==> src/rtl/fiber_iq_pkg.sv <==
// Shared fiber I/Q link constants: word width, frame length, slot parity and sync slot.
// The receiver side uses the same values so both ends agree on slot meaning.
package fiber_iq_pkg;
    localparam int FIBER_DW        = 17;
    localparam int FIBER_FRAME_LEN = 16;
    localparam int FIBER_CW        = $clog2(FIBER_FRAME_LEN);
    // Even slots carry Q and odd slots carry I, matching the receiver's state[0] ? I : Q.
    localparam bit SLOT_Q_EVEN     = 1'b1;
    localparam int QSYNC_SLOT      = 0;

    function automatic logic slot_is_i(input logic slot_lsb);
        return SLOT_Q_EVEN ? slot_lsb : ~slot_lsb;
    endfunction
endpackage

==> src/rtl/fiber_iq_hold.sv <==
// Double buffer for (I,Q) pairs: a holding register filled by the source and a tx
// register swapped in at frame boundaries, plus the sticky overrun/underrun flags.
module fiber_iq_hold #(
    parameter int DW = 17
) (
    input  logic          clk,
    input  logic          rst,
    input  logic [DW-1:0] in_i,
    input  logic [DW-1:0] in_q,
    input  logic          in_valid,
    input  logic          load,
    input  logic          clear,
    input  logic          ovr_en,
    input  logic [DW-1:0] ovr_i,
    input  logic [DW-1:0] ovr_q,
    output logic [DW-1:0] tx_i,
    output logic [DW-1:0] tx_q,
    output logic          overrun,
    output logic          underrun
);
    logic [DW-1:0] hold_i, hold_q;
    logic          hold_full;
    logic          ovr_set, und_set;

    // A pair arriving on the load cycle into an empty hold is sent straight to tx,
    // so a strobe at the last slot reaches the very next frame.
    assign ovr_set = in_valid && hold_full && !load;
    assign und_set = load && !hold_full && !in_valid;

    always_ff @(posedge clk) begin
        if (rst) begin
            hold_i    <= '0;
            hold_q    <= '0;
            hold_full <= 1'b0;
            tx_i      <= '0;
            tx_q      <= '0;
            overrun   <= 1'b0;
            underrun  <= 1'b0;
        end else begin
            if (in_valid) begin
                hold_i <= in_i;
                hold_q <= in_q;
            end
            if (load) begin
                hold_full <= hold_full && in_valid;
                if (ovr_en) begin
                    tx_i <= ovr_i;
                    tx_q <= ovr_q;
                end else if (hold_full) begin
                    tx_i <= hold_i;
                    tx_q <= hold_q;
                end else if (in_valid) begin
                    tx_i <= in_i;
                    tx_q <= in_q;
                end
            end else if (in_valid) begin
                hold_full <= 1'b1;
            end
            overrun  <= ovr_set | (overrun  & ~clear);
            underrun <= und_set | (underrun & ~clear);
        end
    end
endmodule

==> src/rtl/fiber_iq_xmit.sv <==
// Fiber I/Q transmitter: free-running slot framer and Q/I word mux over fiber_iq_hold.
// Optional FIBER_IQ_TEST_PATTERN_EN adds a test_mode input that sends a per-frame ramp.
module fiber_iq_xmit
    import fiber_iq_pkg::*;
#(
    parameter int DW        = FIBER_DW,
    parameter int FRAME_LEN = FIBER_FRAME_LEN,
    parameter int CW        = FIBER_CW
) (
    input  logic          clk,
    input  logic          rst,
    input  logic          enable,
    input  logic [DW-1:0] in_i,
    input  logic [DW-1:0] in_q,
    input  logic          in_valid,
    input  logic          clear,
`ifdef FIBER_IQ_TEST_PATTERN_EN
    input  logic          test_mode,
`endif
    output logic [DW-1:0] iq_xmit,
    output logic          qsync_tx,
    output logic          overrun,
    output logic          underrun,
    output logic [15:0]   frame_count
);
    logic [CW-1:0] slot;
    logic          load;
    logic [DW-1:0] tx_i, tx_q;
    logic          ovr_en;
    logic [DW-1:0] ovr_i, ovr_q;

    assign load = (slot == CW'(FRAME_LEN - 1));

`ifdef FIBER_IQ_TEST_PATTERN_EN
    logic [DW-1:0] ramp;
    assign ovr_en = test_mode;
    assign ovr_i  = ramp;
    assign ovr_q  = ~ramp;

    always_ff @(posedge clk) begin
        if (rst)
            ramp <= '0;
        else if (load && test_mode)
            ramp <= ramp + 1'b1;
    end
`else
    assign ovr_en = 1'b0;
    assign ovr_i  = '0;
    assign ovr_q  = '0;
`endif

    fiber_iq_hold #(.DW(DW)) u_hold (
        .clk      (clk),
        .rst      (rst),
        .in_i     (in_i),
        .in_q     (in_q),
        .in_valid (in_valid),
        .load     (load),
        .clear    (clear),
        .ovr_en   (ovr_en),
        .ovr_i    (ovr_i),
        .ovr_q    (ovr_q),
        .tx_i     (tx_i),
        .tx_q     (tx_q),
        .overrun  (overrun),
        .underrun (underrun)
    );

    always_ff @(posedge clk) begin
        if (rst) begin
            slot        <= '0;
            iq_xmit     <= '0;
            qsync_tx    <= 1'b0;
            frame_count <= '0;
        end else begin
            slot     <= slot + 1'b1;
            qsync_tx <= (slot == CW'(QSYNC_SLOT));
            if (!enable)
                iq_xmit <= '0;
            else
                iq_xmit <= slot_is_i(slot[0]) ? tx_i : tx_q;
            if (load)
                frame_count <= frame_count + 16'd1;
        end
    end
endmodule

==> config.mk <==
export PLATFORM = sky130hd
export DESIGN_NAME = fiber_iq_xmit
export DESIGN_NICKNAME = d
export VERILOG_FILES = /design/src/rtl/fiber_iq_pkg.sv /design/src/rtl/fiber_iq_hold.sv /design/src/rtl/fiber_iq_xmit.sv
export SDC_FILE = /design/constraint.sdc
export NUM_CORES = 1
export LEC_CHECK = 0
export BUFFER_PORTS_ARGS = -buffer_cell sky130_fd_sc_hd__buf_2
export CORE_UTILIZATION = 40
export DETAILED_ROUTE_END_ITERATION = 10
export PLACE_DENSITY_LB_ADDON = 0.12
export SKIP_CTS_REPAIR_TIMING = 1
export SYNTH_ARGS = -nofsm -noshare
export SYNTH_HDL_FRONTEND = slang
export SYNTH_SLANG_ARGS = --single-unit
==> constraint.sdc <==
create_clock -name clk -period 3.7 [get_ports clk]
set_input_delay 0.555 -clock clk [delete_from_list [all_inputs] [get_ports clk]]
set_output_delay 0.555 -clock clk [all_outputs]
set_load 0.01 [all_outputs]
==> summary.md, run 1 <==
| Metric | Value |
|---|---|
| Pre-antenna DRT Iters | `4` |
| Vias in the first global route | `between 3k and 4k` |
| Leakage | `0.00203 µW` |
| Die Wd | `approximately 110 µm` |
| Die ar. | `around 11000 µm²` |
| Largest cells by area after synthesis | `dfxtp_1 51%, mux2i_1 20%, nor2_1 9.0%` |
| Post-route ant nets | `0` |
| R2r endpoint | `u_hold.tx_q[3]$_SDFFE_PP0P_` |
| Clk root buf | `clkbuf_8` |
| FF-to-FF Start | `slot[1]$_SDFF_PP0_` |
| Met3 Use GR | `between 3 and 4%` |
| Cell chain of the critical path | `ha_1, nand3_1, nor2_4, buf_4, nor2_1, a211oi_1` |
| Sink Count | `around 110` |
| Gp weighted congestion | `between 0.7 and 0.8` |
| Slew @ Worst Pin | `between 700 and 800 ps` |
| Worst path depth | `6` |
| Post-detail-place hpwl | `about 6.1 mm` |
| Starting density of the core | `41.3%` |
| Synthesized flop and latch total | `roughly 110` |
| Die H | `roughly 110 µm` |
| Detailed Route WL | `8.94 mm` |
| Hold Path Depth | `3` |
| Number of flops mapped to enable cells by yosys | `0` |
| Fin Setup TNS | `0 ps` |
| I/O Buffers | `74` |
| Worst-path clk slew | `100 ps` |
| Met1 track demand over resource | `22.9%` |
| Critical path class | `flip-flop to flip-flop` |
| Worst Reg-to-Reg Cells | `6` |
| Antenna violations before repair | `0` |
| Row count | `37` |
| Status | `finished clean` |
| Post-layout util | `47.5%` |
| Post-route DRC | `0` |
| Achievable frequency | `422 MHz` |
| Via count | `3124` |
| Synth Cell Area | `about 4300 µm²` |
| # Max-Cap Violations | `0` |
| Sequential area share after synthesis | `approximately half` |
| Largest net degree at the start of global routing | `57` |
| Ant diodes | `0` |
| CP endpoint kind | `flip-flop` |
| Data required time of the worst path | `3970 ps` |
| Hold_sp | `in_i[11]` |
| Critical path arrival | `around 2600 ps` |
| Worst setup SP type | `flip-flop` |
| CTS max path bufs | `2` |
| GR Util met2 | `between 20 and 30%` |
| Total GRT Usage | `~17%` |
| Largest stage delay, worst path | `700 ps` |
| Min Tclk post-route | `roughly 2400 ps` |
| CTS tree | `built` |
| Layout cells sized above 1 | `19.5%` |
| RSZ-0062 raised after global routing | `no` |
| Drt via density | `~5` |
| Most frequent cell after synthesis | `dfxtp_1` |
| Core ar. | `10300 µm²` |
| Critical path peak fanout | `39` |
| Async set-or-reset flop fraction in the synthesized netlist | `0%` |
| Mean post-synth cell area | `between 9 and 10 µm²` |
| Final hold violations | `0` |
| NumNets Final | `between 500 and 600` |
| Worst path top cell family by delay | `simple AND/OR/NAND/NOR gates` |
| Aggregate global routing overflow | `0` |
| Maximum vdd drop | `around 0.17 mV` |
| Min-delay worst type | `input pin to flip-flop` |
| Latest clock arrival within the worst-skew pair | `350 ps` |
| Hold worst-path end | `u_hold.hold_i[11]$_SDFFE_PP0P_` |
| Area Overhead vs Synth | `15.1%` |
| Cell taking the most area after synthesis | `dfxtp_1` |
| Ys Warns | `0` |
| TritonCTS buffer count | `9` |
| Power Density | `between 400 and 500 nW/µm²` |
| Yosys cell types | `33` |
| Top post-synthesis cells by count | `109 x dfxtp_1, 102 x nor2_1, 85 x mux2i_1` |
| CTS HTree Levels | `3` |
| Post-synth top area share | `between 50% and 60%` |
| Syn nets | `approximately 480` |
| Most used DFF post-synth | `dfxtp_1` |
| Slew HR | `about half` |
| Drt wl/cell | `about 14 µm` |
| Final period util | `between 60% and 70%` |
| Fin. max-slew vios | `0` |
| First-pass GRT wire length | `between 10 and 15 mm` |
| # setup viols final | `0` |
| Slowest CP cell | `nor2_4` |
| Layout Skew | `between 6 and 7 ps` |
| Grt peak-use layer | `met2` |
| Mapped Cells | `434` |
| Register-to-register setup slack | `between 1000 and 1500 ps` |
| Ports | `75` |
| Starting DRC count in detailed routing | `around 110` |
| Worst path buffer plus inverter count | `1` |
-- through the flow --
stage | hold WS, ps | instances | area [µm²] | setup WS (ps) | power, µW
floorplan | 460 | 434 | 4260 | 1940 | 1350
global placement | 460 | 618 | 4730 | 1460 | 1410
detailed placement | 478 | 618 | 4730 | 1360 | 1410
CTS | 427 | 634 | 4910 | 1350 | 2070
global route | 429 | 634 | 4910 | 1070 | 2140
finish | 444 | 634 | 4910 | 1330 | 2040
-- flip-flops by register name, summed over array words and instances (netlist names) --
| register | cells |
|---|---|
| u_hold.tx_i | 17 |
| u_hold.hold_q | 17 |
| iq_xmit | 17 |
| u_hold.overrun | 1 |
| u_hold.hold_full | 1 |
| u_hold.tx_q | 17 |
| qsync_tx | 1 |
| u_hold.underrun | 1 |
| slot | 4 |
| frame_count | 16 |
| u_hold.hold_i | 17 |
-- area by class of cell --
class                      count  area [µm²]
timing repair buffer          79         408
clock inverter                 3        20.0
inverter                       5        18.8
tap                          136         170
clock buffer                  13         159
multi-input combinational    289        1950
fill                        1045        5420
sequential                   109        2180
-- per-layer routing --
layer | up-vias | wire, µm | part of all wire (%)
li1 | 1619 | - | -
met1 | 1437 | 4460 | 50
met2 | 66 | 4130 | 46
met3 | 2 | 320 | 3.6
met4 | 0 | 35 | 0.39
met5 | - | 0 | 0
-- worst reg2reg max path: stages, from the launching register on --
cell,delay [ps]
dfxtp_1,370
ha_1,240
nand3_1,270
nor2_4,700
buf_4,420
nor2_1,80
a211oi_1,210
-- placed cells by master, fill, tap and decap left out, types with 2 or more instances in the layout --
cell | netlist | layout
dfxtp_1 | 109 | 108
nor2_1 | 102 | 101
mux2i_1 | 85 | 85
buf_2 | 6 | 74
a211oi_1 | 34 | 34
clkbuf_8 | 0 | 11
nand2_1 | 9 | 9
nand3_1 | 8 | 8
a21oi_1 | 7 | 7
xnor2_1 | 7 | 7
inv_1 | 5 | 5
buf_4 | 0 | 5
or3_1 | 4 | 4
xor2_1 | 4 | 4
o21ai_1 | 3 | 3
nor4_1 | 3 | 3
ha_1 | 3 | 3
and3_1 | 2 | 2
o31ai_1 | 2 | 2
or4_1 | 2 | 2
nor3_1 | 2 | 2
clkbuf_1 | 19 | 2
clkinvlp_4 | 0 | 2
-- worst max path at each step --
stage,startpoint,end,slack (ps)
after floorplan,slot[0]$_SDFF_PP0_,frame_count[15]$_SDFFE_PP0P_,1940
after global placement,slot[1]$_SDFF_PP0_,u_hold.tx_i[3]$_SDFFE_PP0P_,1460
after detailed placement,slot[1]$_SDFF_PP0_,u_hold.tx_i[9]$_SDFFE_PP0P_,1360
after CTS,slot[1]$_SDFF_PP0_,u_hold.tx_i[3]$_SDFFE_PP0P_,1350
after global routing,slot[1]$_SDFF_PP0_,u_hold.tx_i[6]$_SDFFE_PP0P_,1070
final,slot[1]$_SDFF_PP0_,u_hold.tx_q[3]$_SDFFE_PP0P_,1330
-- power breakdown --
group	internal [µW]	leakage, µW	switching (µW)
clock	282	0.0000857	379
sequential	1200	0.000886	14.2
combinational	71.8	0.00106	93.6
-- kinds of logic after synthesis --
kind of cell,count (synthesis),synth area share [%]
compound gates,51,8.45
xor+xnor,11,2.26
mux,85,20.0
buf+inv,36,3.35
flops,109,51.2
simple gates,139,13.9
fa+ha+maj,3,0.880
Note: power is estimated with default switching activity, not from simulation.
==> run 2, diff against run 1 <==
- clock period: 3.7 -> 1.9 ns (I/O delays scaled with it)
==> summary.md, run 2 (synthesis results as in run 1) <==
| Metric | Value |
|---|---|
| Leakage | `0.00209 µW (was 0.00203 µW)` |
| Most frequent cells in the layout | `108 x dfxtp_1, 101 x nor2_1, 85 x mux2i_1 (unchanged)` |
| Layout Skew | `11.3 ps (was 6.12 ps)` |
| Status | `finished clean (unchanged)` |
| Final hold violations | `0 (unchanged)` |
| # setup viols final | `0 (unchanged)` |
| Worst setup SP type | `flip-flop (unchanged)` |
| Worst-path clk slew | `110 ps (was 100 ps)` |
| Post-route ant nets | `0 (unchanged)` |
| Data required time of the worst path | `2200 ps (was 3970 ps)` |
| Achievable frequency | `573 MHz (was 422 MHz)` |
| Starting DRC count in detailed routing | `127 (was 107)` |
| Critical path arrival | `2050 ps (was 2640 ps)` |
| Fin. max-slew vios | `0 (unchanged)` |
| Critical path class | `flip-flop to flip-flop (unchanged)` |
| Maximum vdd drop | `0.438 mV (was 0.165 mV)` |
| TritonCTS buffer count | `9 (unchanged)` |
| Drt via density | `5.02 (was 4.93)` |
| Slew @ Worst Pin | `752 ps (was 778 ps)` |
| Pre-antenna DRT Iters | `4 (unchanged)` |
| Post-route DRC | `0 (unchanged)` |
| Area Overhead vs Synth | `17.5% (was 15.1%)` |
| Via count | `3213 (was 3124)` |
| Ports | `75 (unchanged)` |
| Core ar. | `10300 µm² (unchanged)` |
| Layout cells sized above 1 | `21.0% (was 19.5%)` |
| I/O Buffers | `74 (unchanged)` |
| Slew HR | `49.9% (was 48.0%)` |
| Clk root buf | `clkbuf_8 (unchanged)` |
| Drt wl/cell | `14.6 µm (was 14.1 µm)` |
| Fin Setup TNS | `0 ps (unchanged)` |
| Post-detail-place hpwl | `6.16 mm (was 6.10 mm)` |
| Critical path peak fanout | `10 (was 39)` |
| Latest clock arrival within the worst-skew pair | `370 ps (was 350 ps)` |
| Commonest non-fill, non-tap cell in the layout | `dfxtp_1 (unchanged)` |
| Power Density | `828 nW/µm² (was 416 nW/µm²)` |
| Dpl ws | `109 ps (was 1360 ps)` |
| RSZ-0062 raised after global routing | `no (unchanged)` |
| PnR worst setup slack | `154 ps (was 1330 ps)` |
| First-pass GRT wire length | `14.7 mm (was 14.8 mm)` |
| Placed cells | `624 (was 618)` |
| Final period util | `91.9% (was 64.1%)` |
| CTS tree | `built (unchanged)` |
| CTS max path bufs | `2 (unchanged)` |
| Final Non-Filler Cells | `640 (was 634)` |
| Row count | `37 (unchanged)` |
| Largest net degree at the start of global routing | `93 (was 57)` |
| Die ar. | `11100 µm² (unchanged)` |
| NumNets Final | `541 (was 535)` |
| # Max-Cap Violations | `0 (unchanged)` |
| Gp weighted congestion | `0.763 (was 0.722)` |
| Die H | `105 µm (unchanged)` |
| Starting density of the core | `41.3% (unchanged)` |
| Ant diodes | `0 (unchanged)` |
| CTS HTree Levels | `3 (unchanged)` |
| Detailed Route WL | `9.33 mm (was 8.94 mm)` |
| Die Wd | `105 µm (unchanged)` |
| CP endpoint kind | `flip-flop (unchanged)` |
| Min-delay worst type | `input pin to flip-flop (unchanged)` |
| Total GRT Usage | `17.0% (about the same)` |
| Aggregate global routing overflow | `0 (unchanged)` |
| Antenna violations before repair | `0 (unchanged)` |
| Vias in the first global route | `3005 (was 3009)` |
| Sink Count | `109 (unchanged)` |
| Min Tclk post-route | `1750 ps (was 2370 ps)` |
==> run 2: changes by cell type in the layout (fill, tap and decap cells not counted), sizes merged <==
| cell | previous run | this run |
|---|---|---|
| buf | 79 | 85 |
| clkbuf | 13 | 11 |
| bufinv | 0 | 1 |
| clkinv | 1 | 2 |
==> run 2: cell type report <==
cell class                 count  area (µm²)
clock buffer                  11         151
clock inverter                 5        58.8
fill                        1018        5310
inverter                       5        18.8
multi-input combinational    289        1950
sequential                   109        2180
tap                          136         170
timing repair buffer          85         478
==> run 2: worst paths after layout <==
kind / cells after the start / start / to / slack [ps]
max: 4 / frame_count[4]$_SDFFE_PP0P_ / frame_count[13]$_SDFFE_PP0P_ / 150
max reg2reg: 4 / frame_count[4]$_SDFFE_PP0P_ / frame_count[13]$_SDFFE_PP0P_ / 150
min: 3 / in_q[1] / u_hold.hold_q[1]$_SDFFE_PP0P_ / 160
min reg2reg: 2 / frame_count[15]$_SDFFE_PP0P_ / frame_count[15]$_SDFFE_PP0P_ / 490
==> run 2: routing by layer <==
layer / track usage, % / share of wire, %
met4: 7.24 / 1.6
met1: 22.3 / 50
met3: 3.22 / 3.5
met5: 0 / 0
met2: 27.4 / 45
==> run 2: critical path, stage by stage, from the launching register on <==
cell     delay [ps]
dfxtp_1         430
nand4_2         200
or3_4           490
or4_1           420
a21oi_1         150
==> run 2: power breakdown <==
part	total, µW	switching, µW	internal [µW]
sequential	2360	28.0	2340
combinational	327	182	145
clock	1460	778	682
==> run 2: metrics by stage <==
stage          utilization [%]  cell area [µm²]  power [µW]  hold slack [ps]
3_3_place_gp              46.5             4800        2740              473
4_1_cts                   48.5             5010        4210              149
2_1_floorplan                -             4260        2630              432
5_1_grt                   48.6             5010        4320              166
3_5_place_dp              46.5             4800        2750              475
6_report                  48.6             5010        4150              156
==> run 3, diff against run 2 <==
- CORE_MARGIN: not set -> 5
- SYNTH_HIERARCHICAL: not set -> 1
==> summary.md, run 3 <==
| Metric | Value |
|---|---|
| First-pass GRT wire length | `18.4 mm (was 14.7 mm)` |
| Clock power share | `38.8% (was 35.2%)` |
| M1 WL | `4.97 mm (was 4.62 mm)` |
| Critical path origin | `slot[1]$_SDFF_PP0_ (was frame_count[4]$_SDFFE_PP0P_)` |
| Fin Setup TNS | `0 ps (unchanged)` |
| CTS tree | `built (unchanged)` |
| Min-delay worst type | `input pin to flip-flop (unchanged)` |
| Total GRT Usage | `16.1% (was 17.0%)` |
| Ant diodes | `0 (unchanged)` |
| Starting density of the core | `41.0% (was 41.3%)` |
| Critical path arrival | `2070 ps (was 2050 ps)` |
| Combinational share of power | `9.2% (was 7.9%)` |
| Fin. max-slew vios | `0 (unchanged)` |
| PnR worst setup slack | `106 ps (was 154 ps)` |
| Cell Int Power | `3470 µW (was 3160 µW)` |
| Most frequent cells in the layout | `108 x dfxtp_1, 74 x buf_2, 66 x nor2_1 (was 108 x dfxtp_1, 101 x nor2_1, 85 x mux2i_1)` |
| Top post-synthesis cells by count | `109 x dfxtp_1, 66 x nor2_1, 51 x mux2i_1 (was 109 x dfxtp_1, 102 x nor2_1, 85 x mux2i_1)` |
| Detailed Route WL | `10.9 mm (was 9.33 mm)` |
| Area Overhead vs Synth | `18.1% (was 17.5%)` |
| Gp weighted congestion | `0.756 (was 0.763)` |
| Power Density | `816 nW/µm² (was 828 nW/µm²)` |
| CTS max path bufs | `2 (unchanged)` |
| Post-detail-place hpwl | `7.32 mm (was 6.16 mm)` |
| Slew @ Worst Pin | `636 ps (was 752 ps)` |
| Async set-or-reset flop fraction in the synthesized netlist | `0% (unchanged)` |
| Post-route DRC | `0 (unchanged)` |
| Number of flops mapped to enable cells by yosys | `0 (unchanged)` |
| Min Tclk post-route | `1790 ps (was 1750 ps)` |
| Sink Count | `109 (unchanged)` |
| TritonCTS buffer count | `9 (unchanged)` |
| Antenna violations before repair | `0 (unchanged)` |
| Sw Ratio | `23.8% (about the same)` |
| Die H | `119 µm (was 105 µm)` |
| Drt wl/cell | `15.2 µm (was 14.6 µm)` |
| Pre-antenna DRT Iters | `4 (unchanged)` |
| Final period util | `94.4% (was 91.9%)` |
| Vias in the first global route | `3645 (was 3005)` |
| Clk root buf | `clkbuf_16 (was clkbuf_8)` |
| Register-to-register setup slack | `110 ps (was 150 ps)` |
| Yosys cell types | `39 (was 33)` |
| Post-synth top area share | `46.2% (was 51.2%)` |
| # setup viols final | `0 (unchanged)` |
| Worst hold slack | `186 ps (was 156 ps)` |
| Largest cells by area after synthesis | `dfxtp_1 46%, mux2i_1 11%, a32o_1 7.2% (was dfxtp_1 51%, mux2i_1 20%, nor2_1 9.0%)` |
| Met3 WL | `525 µm (was 324 µm)` |
| Die Wd | `119 µm (was 105 µm)` |
| Critical path peak fanout | `3 (was 10)` |
| Slew HR | `57.6% (was 49.9%)` |
| Top layer in use | `met4 (unchanged)` |
| CP endpoint kind | `flip-flop (unchanged)` |
| FF-to-FF Start | `slot[1]$_SDFF_PP0_ (was frame_count[4]$_SDFFE_PP0P_)` |
| Post-layout util | `48.5% (was 48.6%)` |
| Most used DFF post-synth | `dfxtp_1 (unchanged)` |
| I/O Buffers | `74 (unchanged)` |
| Starting DRC count in detailed routing | `228 (was 127)` |
| Row count | `39 (was 37)` |
| Mapped Cells | `473 (was 434)` |
| RSZ-0062 raised after global routing | `no (unchanged)` |
| Worst-path clk slew | `70 ps (was 110 ps)` |
| Core ar. | `11500 µm² (was 10300 µm²)` |
| Layout Skew | `3.84 ps (was 11.3 ps)` |
| Synth Cell Area | `4730 µm² (was 4260 µm²)` |
| Mean post-synth cell area | `9.99 µm² (was 9.83 µm²)` |
| Maximum vdd drop | `0.407 mV (was 0.438 mV)` |
| Most frequent cell after synthesis | `dfxtp_1 (unchanged)` |
| Commonest non-fill, non-tap cell in the layout | `dfxtp_1 (unchanged)` |
| Critical Path Sink | `frame_count[14]$_SDFFE_PP0P_ (was frame_count[13]$_SDFFE_PP0P_)` |
| Status | `finished clean (unchanged)` |
| Achievable frequency | `557 MHz (was 573 MHz)` |
| Aggregate global routing overflow | `0 (unchanged)` |
| CTS HTree Levels | `3 (unchanged)` |
| Critical path class | `flip-flop to flip-flop (unchanged)` |
| Ys Warns | `6 (was 0)` |
| R2r endpoint | `frame_count[14]$_SDFFE_PP0P_ (was frame_count[13]$_SDFFE_PP0P_)` |
| Sequential share of power | `52.0% (was 57.0%)` |
| Synthesized flop and latch total | `109 (unchanged)` |
| Via count | `3604 (was 3213)` |
| Worst setup SP type | `flip-flop (unchanged)` |
| NumNets Final | `612 (was 541)` |
| Ports | `75 (unchanged)` |
| WL met2 | `5.23 mm (was 4.24 mm)` |
| Layout cells sized above 1 | `18.3% (was 21.0%)` |
| Post-route ant nets | `0 (unchanged)` |
| Data required time of the worst path | `2180 ps (was 2200 ps)` |
| # Max-Cap Violations | `0 (unchanged)` |
| Cell taking the most area after synthesis | `dfxtp_1 (unchanged)` |
| Dpl ws | `122 ps (was 109 ps)` |
| Latest clock arrival within the worst-skew pair | `340 ps (was 370 ps)` |
| Final hold violations | `0 (unchanged)` |
| Leakage | `0.00238 µW (was 0.00209 µW)` |
| Sequential area share after synthesis | `46.2% (was 51.2%)` |
| Drt via density | `5.03 (was 5.02)` |
| Worst Reg-to-Reg Cells | `5 (was 4)` |
| Largest net degree at the start of global routing | `72 (was 93)` |
| Die ar. | `14100 µm² (was 11100 µm²)` |
| Psw | `1080 µW (was 988 µW)` |
==> run 3: changes by cell type after synthesis, sizes merged, moves of 7 or more <==
cell / before / now
nor2b: 1 / 35
a32o: 0 / 34
buf: 12 / 24
clkbuf: 19 / 12
a211o: 0 / 34
nand2b: 1 / 35
a211oi: 34 / 0
mux2i: 85 / 51
nor2: 102 / 67
==> run 3: worst max-delay path, cell delays in order (launching register included) <==
cell	delay, ps
dfxtp_1	350
ha_1	230
nand3_4	100
or4_4	550
or3_1	360
a21oi_1	140
==> run 3: cell type report <==
cell class / count / area [µm²]
tap: 143 / 179
fill: 1119 / 5930
multi-input combinational: 361 / 2460
clock buffer: 11 / 253
sequential: 109 / 2180
timing repair buffer: 83 / 463
inverter: 6 / 22.5
clock inverter: 4 / 23.8
==> run 3: cells by family after synthesis <==
logic type	after synthesis	share of synthesized area (%)
buffers and inverters	42	4.95
AO/OA/AOI/OAI	84	15.8
multiplexers	51	10.8
XOR/XNOR	12	2.22
AND/OR/NAND/NOR	171	19.2
flip-flops	109	46.2
other	1	0.0793
adder cells (fa/ha/maj)	3	0.794
==> run 3: through the flow <==
stage,cell area [µm²],power (µW),instances
2_1_floorplan,4870,2730,512
3_3_place_gp,5310,2820,702
3_5_place_dp,5310,2830,702
4_1_cts,5580,4610,717
5_1_grt,5580,4770,717
6_report,5580,4550,717
==> run 3: worst min path at each step <==
stage,start,end,depth (start not counted)
after floorplan,rst,slot[1]$_SDFF_PP0_,1
after global placement,u_hold/tx_q[16]$_SDFFE_PP0P_,u_hold/tx_q[16]$_SDFFE_PP0P_,1
after detailed placement,u_hold/tx_i[11]$_SDFFE_PP0P_,u_hold/tx_i[11]$_SDFFE_PP0P_,1
after CTS,in_i[3],u_hold/hold_i[3]$_SDFFE_PP0P_,3
after global routing,in_q[5],u_hold/hold_q[5]$_SDFFE_PP0P_,3
final,in_i[9],u_hold/hold_i[9]$_SDFFE_PP0P_,3
==> run 3: metal layers <==
| metal | vias up | global-route usage, % |
|---|---|---|
| met5 | - | 0 |
| met4 | 0 | 6.01 |
| met3 | 12 | 3.68 |
| met2 | 63 | 27.0 |
| met1 | 1703 | 20.2 |
| li1 | 1826 | - |
==> run 3: power by group through the flow <==
stage | sequential [µW] | clock (µW) | combinational (µW)
after floorplan | 2410 | 0 | 317
after global placement | 2420 | 0 | 404
after detailed placement | 2420 | 0 | 411
after CTS | 2370 | 1830 | 412
after global routing | 2370 | 1930 | 470
final | 2370 | 1770 | 419
